<file path="config.mk">
export PLATFORM = sky130hd
export DESIGN_NAME = alu_seq_display
export DESIGN_NICKNAME = d
export VERILOG_FILES = /design/src/rtl/alu_seq_display.sv
export SDC_FILE = /design/constraint.sdc
export NUM_CORES = 1
export LEC_CHECK = 0
export BUFFER_PORTS_ARGS = -buffer_cell sky130_fd_sc_hd__buf_2
export CAP_MARGIN = 5
export CORE_MARGIN = 5
export CORE_UTILIZATION = 30
export CTS_CLUSTER_DIAMETER = 120
export DETAILED_ROUTE_END_ITERATION = 16
export SLEW_MARGIN = 20
export SYNTH_ARGS = -nofsm -noshare
export SYNTH_HDL_FRONTEND = slang
export SYNTH_SLANG_ARGS = --single-unit
</file>
<file path="constraint.sdc">
create_clock -name clk -period 5.5 [get_ports clk]
set_input_delay 0.55 -clock clk [delete_from_list [all_inputs] [get_ports clk]]
set_output_delay 0.55 -clock clk [all_outputs]
set_load 0.02 [all_outputs]
</file>
<file path="src/rtl/alu_seq_display.sv">
// Sequential add/sub/mul/div ALU with double-dabble BCD and seven-segment output.
// Define ALU_SEQ_SEG_ACTIVE_LOW_EN for active-low segment drive.
module alu_seq_display #(
  parameter int WIDTH  = 5,
  parameter int DIGITS = 4
) (
  input  logic                 clk,
  input  logic                 rst_n,
  input  logic [WIDTH-1:0]     num1,
  input  logic [WIDTH-1:0]     num2,
  input  logic [1:0]           operation,
  input  logic                 start,
  output logic                 busy,
  output logic                 done,
  output logic                 neg,
  output logic                 div_err,
  output logic [2*WIDTH-1:0]   alu_result,
  output logic [7*DIGITS-1:0]  hex
);

  localparam int RW = 2 * WIDTH;
  localparam int BW = 4 * DIGITS;
  localparam int CW = $clog2(RW + 1);

  localparam logic [CW-1:0] C_EX_LAST = CW'(WIDTH - 1);
  localparam logic [CW-1:0] C_CV_LAST = CW'(RW - 1);

  localparam logic [2:0] S_IDLE = 3'd0;
  localparam logic [2:0] S_LOAD = 3'd1;
  localparam logic [2:0] S_EXEC = 3'd2;
  localparam logic [2:0] S_CONV = 3'd3;
  localparam logic [2:0] S_DONE = 3'd4;

  localparam logic [1:0] OP_ADD = 2'b00;
  localparam logic [1:0] OP_SUB = 2'b01;
  localparam logic [1:0] OP_MUL = 2'b10;
  localparam logic [1:0] OP_DIV = 2'b11;

`ifdef ALU_SEQ_SEG_ACTIVE_LOW_EN
  localparam bit SEG_INV = 1'b1;
`else
  localparam bit SEG_INV = 1'b0;
`endif

  localparam logic [6:0] SEG_BLANK = SEG_INV ? 7'h7F : 7'h00;
  localparam logic [6:0] SEG_ZERO  = SEG_INV ? 7'h40 : 7'h3F;
  localparam logic [7*DIGITS-1:0] HEX_RST =
    {{(DIGITS-1){SEG_BLANK}}, SEG_ZERO};

  function automatic int dec_digits(input int w);
    logic [63:0] v;
    int n;
    v = (64'd1 << (2 * w)) - 64'd1;
    n = 0;
    while (v != 64'd0) begin
      v = v / 64'd10;
      n++;
    end
    return n;
  endfunction

  generate
    if (WIDTH < 2 || WIDTH > 16) begin : g_bad_width
      $error("alu_seq_display: WIDTH out of range 2..16");
    end
    if (DIGITS < dec_digits(WIDTH)) begin : g_bad_digits
      $error("alu_seq_display: DIGITS too small for 2*WIDTH result");
    end
  endgenerate

  function automatic logic [6:0] f_seg(input logic [3:0] d);
    logic [6:0] p;
    case (d)
      4'd0:    p = 7'h3F;
      4'd1:    p = 7'h06;
      4'd2:    p = 7'h5B;
      4'd3:    p = 7'h4F;
      4'd4:    p = 7'h66;
      4'd5:    p = 7'h6D;
      4'd6:    p = 7'h7D;
      4'd7:    p = 7'h07;
      4'd8:    p = 7'h7F;
      4'd9:    p = 7'h6F;
      default: p = 7'h00;
    endcase
    return SEG_INV ? ~p : p;
  endfunction

  logic [2:0]        r_state;
  logic [WIDTH-1:0]  r_a;
  logic [WIDTH-1:0]  r_b;
  logic [1:0]        r_op;
  logic [CW-1:0]     r_cnt;
  logic [RW-1:0]     r_acc;
  logic [RW-1:0]     r_mc;
  logic [WIDTH-1:0]  r_q;
  logic [WIDTH-1:0]  r_rem;
  logic [RW-1:0]     r_res;
  logic [RW-1:0]     r_bin;
  logic [BW-1:0]     r_bcd;
  logic              r_busy;
  logic              r_done;
  logic              r_neg;
  logic              r_err;
  logic [RW-1:0]     r_alu;
  logic [7*DIGITS-1:0] r_hex;

  logic [RW-1:0]     w_sum;
  logic              w_lt;
  logic [WIDTH-1:0]  w_diff;
  logic [RW-1:0]     w_acc_nx;
  logic [WIDTH:0]    w_sh;
  logic [WIDTH:0]    w_sub;
  logic              w_ge;
  logic [WIDTH-1:0]  w_rem_nx;
  logic [WIDTH-1:0]  w_q_nx;
  logic              w_last;
  logic              w_dz;
  logic [RW-1:0]     w_res_nx;
  logic              w_fin;
  logic [RW-1:0]     w_disp;
  logic [BW-1:0]     w_adj;
  logic [BW-1:0]     w_bcd_nx;
  logic [7*DIGITS-1:0] w_hex;
  logic              w_nz;

  assign w_sum    = {{WIDTH{1'b0}}, r_a} + {{WIDTH{1'b0}}, r_b};
  assign w_lt     = r_a < r_b;
  assign w_diff   = w_lt ? r_b - r_a : r_a - r_b;
  assign w_acc_nx = r_q[0] ? r_acc + r_mc : r_acc;
  // restoring step: sign of the trial subtract decides the quotient bit
  assign w_sh     = {r_rem, r_q[WIDTH-1]};
  assign w_sub    = w_sh - {1'b0, r_b};
  assign w_ge     = ~w_sub[WIDTH];
  assign w_rem_nx = w_ge ? w_sub[WIDTH-1:0] : w_sh[WIDTH-1:0];
  assign w_q_nx   = {r_q[WIDTH-2:0], w_ge};
  assign w_last   = r_cnt == C_EX_LAST;
  assign w_dz     = r_b == '0;

  always_comb begin
    w_res_nx = '0;
    w_fin    = 1'b0;
    case (r_op)
      OP_ADD: begin
        w_res_nx = w_sum;
        w_fin    = 1'b1;
      end
      OP_SUB: begin
        w_res_nx = {{WIDTH{1'b0}}, w_diff};
        w_fin    = 1'b1;
      end
      OP_MUL: begin
        w_res_nx = w_acc_nx;
        w_fin    = w_last;
      end
      default: begin
        w_res_nx = w_dz ? {r_a, {WIDTH{1'b1}}} : {w_rem_nx, w_q_nx};
        w_fin    = w_dz | w_last;
      end
    endcase
  end

  assign w_disp = (r_op == OP_DIV) ?
    {{WIDTH{1'b0}}, w_res_nx[WIDTH-1:0]} : w_res_nx;

  always_comb begin
    w_adj = r_bcd;
    for (int k = 0; k < DIGITS; k++) begin
      if (r_bcd[4*k +: 4] >= 4'd5)
        w_adj[4*k +: 4] = r_bcd[4*k +: 4] + 4'd3;
    end
  end

  assign w_bcd_nx = (w_adj << 1) | BW'(r_bin[RW-1]);

  // blank digits above the most significant nonzero one
  always_comb begin
    w_hex = {DIGITS{SEG_BLANK}};
    w_nz  = 1'b0;
    for (int k = DIGITS - 1; k >= 0; k--) begin
      if (w_bcd_nx[4*k +: 4] != 4'd0)
        w_nz = 1'b1;
      if (w_nz || k == 0)
        w_hex[7*k +: 7] = f_seg(w_bcd_nx[4*k +: 4]);
    end
  end

  always_ff @(posedge clk or negedge rst_n) begin
    if (!rst_n) begin
      r_state <= S_IDLE;
      r_a     <= '0;
      r_b     <= '0;
      r_op    <= '0;
      r_cnt   <= '0;
      r_acc   <= '0;
      r_mc    <= '0;
      r_q     <= '0;
      r_rem   <= '0;
      r_res   <= '0;
      r_bin   <= '0;
      r_bcd   <= '0;
      r_busy  <= 1'b0;
      r_done  <= 1'b0;
      r_neg   <= 1'b0;
      r_err   <= 1'b0;
      r_alu   <= '0;
      r_hex   <= HEX_RST;
    end else begin
      r_done <= 1'b0;
      case (r_state)
        S_IDLE: begin
          if (start) begin
            r_a     <= num1;
            r_b     <= num2;
            r_op    <= operation;
            r_busy  <= 1'b1;
            r_state <= S_LOAD;
          end
        end
        S_LOAD: begin
          r_neg   <= 1'b0;
          r_err   <= 1'b0;
          r_cnt   <= '0;
          r_acc   <= '0;
          r_mc    <= {{WIDTH{1'b0}}, r_a};
          r_q     <= (r_op == OP_DIV) ? r_a : r_b;
          r_rem   <= '0;
          r_state <= S_EXEC;
        end
        S_EXEC: begin
          r_cnt <= r_cnt + CW'(1);
          if (r_op == OP_MUL) begin
            r_acc <= w_acc_nx;
            r_mc  <= r_mc << 1;
            r_q   <= r_q >> 1;
          end
          if (r_op == OP_DIV) begin
            r_rem <= w_rem_nx;
            r_q   <= w_q_nx;
          end
          if (r_op == OP_SUB)
            r_neg <= w_lt;
          if (r_op == OP_DIV && w_dz)
            r_err <= 1'b1;
          if (w_fin) begin
            r_res   <= w_res_nx;
            r_bin   <= w_disp;
            r_bcd   <= '0;
            r_cnt   <= '0;
            r_state <= S_CONV;
          end
        end
        S_CONV: begin
          r_bin <= r_bin << 1;
          r_bcd <= w_bcd_nx;
          r_cnt <= r_cnt + CW'(1);
          if (r_cnt == C_CV_LAST) begin
            r_alu   <= r_res;
            r_hex   <= w_hex;
            r_done  <= 1'b1;
            r_busy  <= 1'b0;
            r_state <= S_DONE;
          end
        end
        S_DONE: r_state <= S_IDLE;
        default: r_state <= S_IDLE;
      endcase
    end
  end

  assign busy       = r_busy;
  assign done       = r_done;
  assign neg        = r_neg;
  assign div_err    = r_err;
  assign alu_result = r_alu;
  assign hex        = r_hex;

endmodule
</file>
==> reports/qor.txt <==
Status = finished, final reports clean
CP Class = flip-flop to flip-flop
Dpl ws = 2.392 ns
Root Buffer = clkbuf_16
Die Span X = 171.3 um
Die footprint = 29,330 um^2
H-tree depth = 4
Most frequent cells in the layout = 136 x nand2_1, 121 x dfrtp_1, 86 x o21ai_0
Peak supply drop = 0.2738 mV
GRT Overall Usage = 13.61%
Ys async rst share = 100.0%
Final hold violations = 0
Slowest-stage cell, CP = a2111oi_0
Worst-margin pin slew = 0.9938 ns
Worst Hold Class = primary input to asynchronous set/reset pin
Dominant cell type by area after synthesis = dfrtp_1
Switching share of power = 45.76%
Yosys reg bits = 127
Fin. max-slew vios = 0
Psw = 2.764 mW
Syn_nets = 944
Power Total = 6.040 mW
Largest net degree at the start of global routing = 81
Number of enable flip-flop cells after synthesis = 0
Pwr/cell area = 673.8 nW/um^2
P_int = 3.276 mW
Vias per cell = 5.085
Core footprint = 25,840 um^2
Setup TNS = 0 ns
Antenna violations before repair = 0
Drt pass-1 iters = 5
Clock Sinks = 127
Die H = 171.3 um
Sequential share of power = 28.1%
Initial core utilization = 30.20%
Final core occ = 34.70%
Io pins = 57
WL final = 19.36 mm
TritonCTS clock tree = done
Share of the synthesized area in the top cell type = 38.81%
Setup Skew = 0.007357 ns
CTS buffer count = 17
Post-synthesis cell type count = 81
Critical path required time = 5.77 ns
N_diodes = 0
Row Count = 59
Comb power frac = 52.3%
Vias in the first global route = 6,206
Worst setup EP type = flip-flop
Wirelength per Cell = 15.47 um
Post-synthesis sequential area ratio = 40.83%
Max-cap viol count = 0
Cells after Synth = 864
Initial drt markers = 461
Synth Area in Compound Gates = 19.72%
Max Root-Sink Buffers = 2
Worst Path Arrival = 3.36 ns
Reg clk slew, reported paths = 0.06 ns
Remaining antenna violation count = 0
Clock power share = 19.6%
Worst-path cell chain = inv_1 > ha_1 > nor2b_1 > o31a_1 > o31a_1 > o21ai_1 > a21oi_1 > a2111oi_0 > o21ai_1
FF-to-FF Start = r_a[1]
Post-synthesis mux area share = 5.148%
Commonest non-fill, non-tap cell in the layout = nand2_1
Yosys warns = 0
Gr ovfl total = 0
Layout cell share with drive strength beyond 1 = 14.83%
Syn Std Cell Area = 7802 um^2
Adder-cell share of the synthesized area = 10.90%
Startpoint Class = flip-flop
Vias = 6,367
PnR worst setup slack = 2.411 ns
Top FF cell, synth = dfrtp_1
Placer Congestion = 0.8442
First-pass GRT wire length = 32.25 mm
CP max FO = 7
Hold_buf cts = 0
Post-synthesis simple-gate area fraction = 17.05%
Upper clock frequency limit = 0.3237 GHz
Area contributors post-synth = dfrtp_1 39%, ha_1 9.6%, nand2_1 6.5%
RSZ-0062 raised after global routing = false
Largest family of logic cells by synthesized area = compound AO/OA/AOI/OAI gates
Clock latency on the worst-skew pair = 0.43 ns
CP bufs+invs = 1
Post-CTS sizing = 0
Slowest stage delay, CP = 0.82 ns
Synth Area in XOR/XNOR = 1.459%
Fin crit period = 3.089 ns
Leak = 4.170 nW
Setup bufs post-CTS = 0
Critical path startpoint = r_a[1]
DP HPWL = 13.57 mm
CP top delay family = compound AO/OA/AOI/OAI gates
Crit share post-route = 56.17%
Final setup viols = 0
Filler cells = 2,664
Slew headroom = 33.59%
Avg Cell Area, Syn = 9.031 um^2
DRC viols = 0
Synth-to-Final Area Change = 14.90%
Port buffer count = 56
Fin nets = 984
==> power groups by stage <==
stage	clock, mW	sequential, mW	combinational (mW)
after detailed placement	0	1.71	3.15
after CTS	1.20	1.70	3.17
after global routing	1.24	1.76	3.59
after global placement	0	1.69	3.11
final	1.19	1.70	3.16
after floorplan	0	1.69	2.38
==> sequential cells by signal (all words and copies together), names as in the netlist <==
| register | count |
|---|---|
| r_mc | 10 |
| busy | 1 |
| r_acc | 10 |
| div_err | 1 |
| r_op | 2 |
| r_q | 5 |
| done | 1 |
| r_state | 3 |
| r_res | 10 |
| r_bin | 10 |
| r_rem | 5 |
| r_bcd | 16 |
| r_cnt | 4 |
| alu_result | 10 |
| neg | 1 |
| r_b | 5 |
| r_a | 5 |
| hex | 28 |
==> final timing paths <==
kind	end	slack (ns)	depth (start not counted)
setup / recovery	r_res[2]	2.41	9
hold / removal	hex[14]	0.15	1
setup reg to reg	r_res[2]	2.41	9
hold reg to reg	alu_result[4]	0.47	2
max in group asynchronous	r_b[3]	4.19	2
min in group clk	r_a[0]	0.33	3
==> through the flow <==
step | hold WS (ns) | std cells | instance area, um^2
finish | 0.1468 | 1252 | 8965
global route | 0.2137 | 1252 | 8965
CTS | 0.1877 | 1252 | 8965
detailed placement | 0.4597 | 1220 | 8351
global placement | 0.4579 | 1220 | 8351
floorplan | 0.2544 | 864 | 7802
==> cells in the mapped netlist, types with 4 or more instances <==
| cell type | instances |
|---|---|
| and3_1 | 4 |
| a21oi_1 | 54 |
| mux2_2 | 14 |
| a31oi_1 | 11 |
| o211ai_1 | 4 |
| o21ai_1 | 17 |
| a22oi_1 | 7 |
| fa_1 | 5 |
| dfrtp_1 | 121 |
| a32o_1 | 5 |
| buf_2 | 7 |
| o21ai_0 | 86 |
| nor3b_1 | 9 |
| clkbuf_1 | 25 |
| ha_1 | 60 |
| nor3_1 | 11 |
| nand2_1 | 136 |
| nand2b_1 | 11 |
| mux2i_1 | 15 |
| xnor2_1 | 10 |
| nand3_1 | 32 |
| o21a_1 | 8 |
| a211oi_1 | 6 |
| nor2b_1 | 5 |
| a21o_1 | 7 |
| nor2_1 | 58 |
| inv_1 | 48 |
| dfstp_2 | 6 |
==> metal layers <==
| metal | global-route usage [%] | wire length (um) | vias to the layer above |
|---|---|---|---|
| met5 | 0 | 0 | - |
| met4 | 4.340 | 395 | 0 |
| met2 | 21.96 | 9037 | 146 |
| met1 | 18.30 | 8913 | 3058 |
| li1 | - | - | 3130 |
| met3 | 2.965 | 1016 | 33 |
==> cells by family (layout without fill, tap and decap cells) <==
group           count (synthesis)  after routing
fa+ha+maj                      65             65
buf+inv                        89            142
mux                            33             33
flops                         127            127
compound gates                248            248
simple gates                  289            289
xor+xnor                       13             13
==> layout make-up <==
cell class              count  area (um^2)  area share [%]
multi-input cells         648         4242           47.31
flip-flops and latches    127         3186           35.53
clock buffers              19        452.9           5.052
well taps                 335        419.2           4.676
repair buffers             60        316.6           3.531
inverters                  50        187.7           2.094
clock inverters            13        161.4           1.800
(Power assumes the default switching activity.)
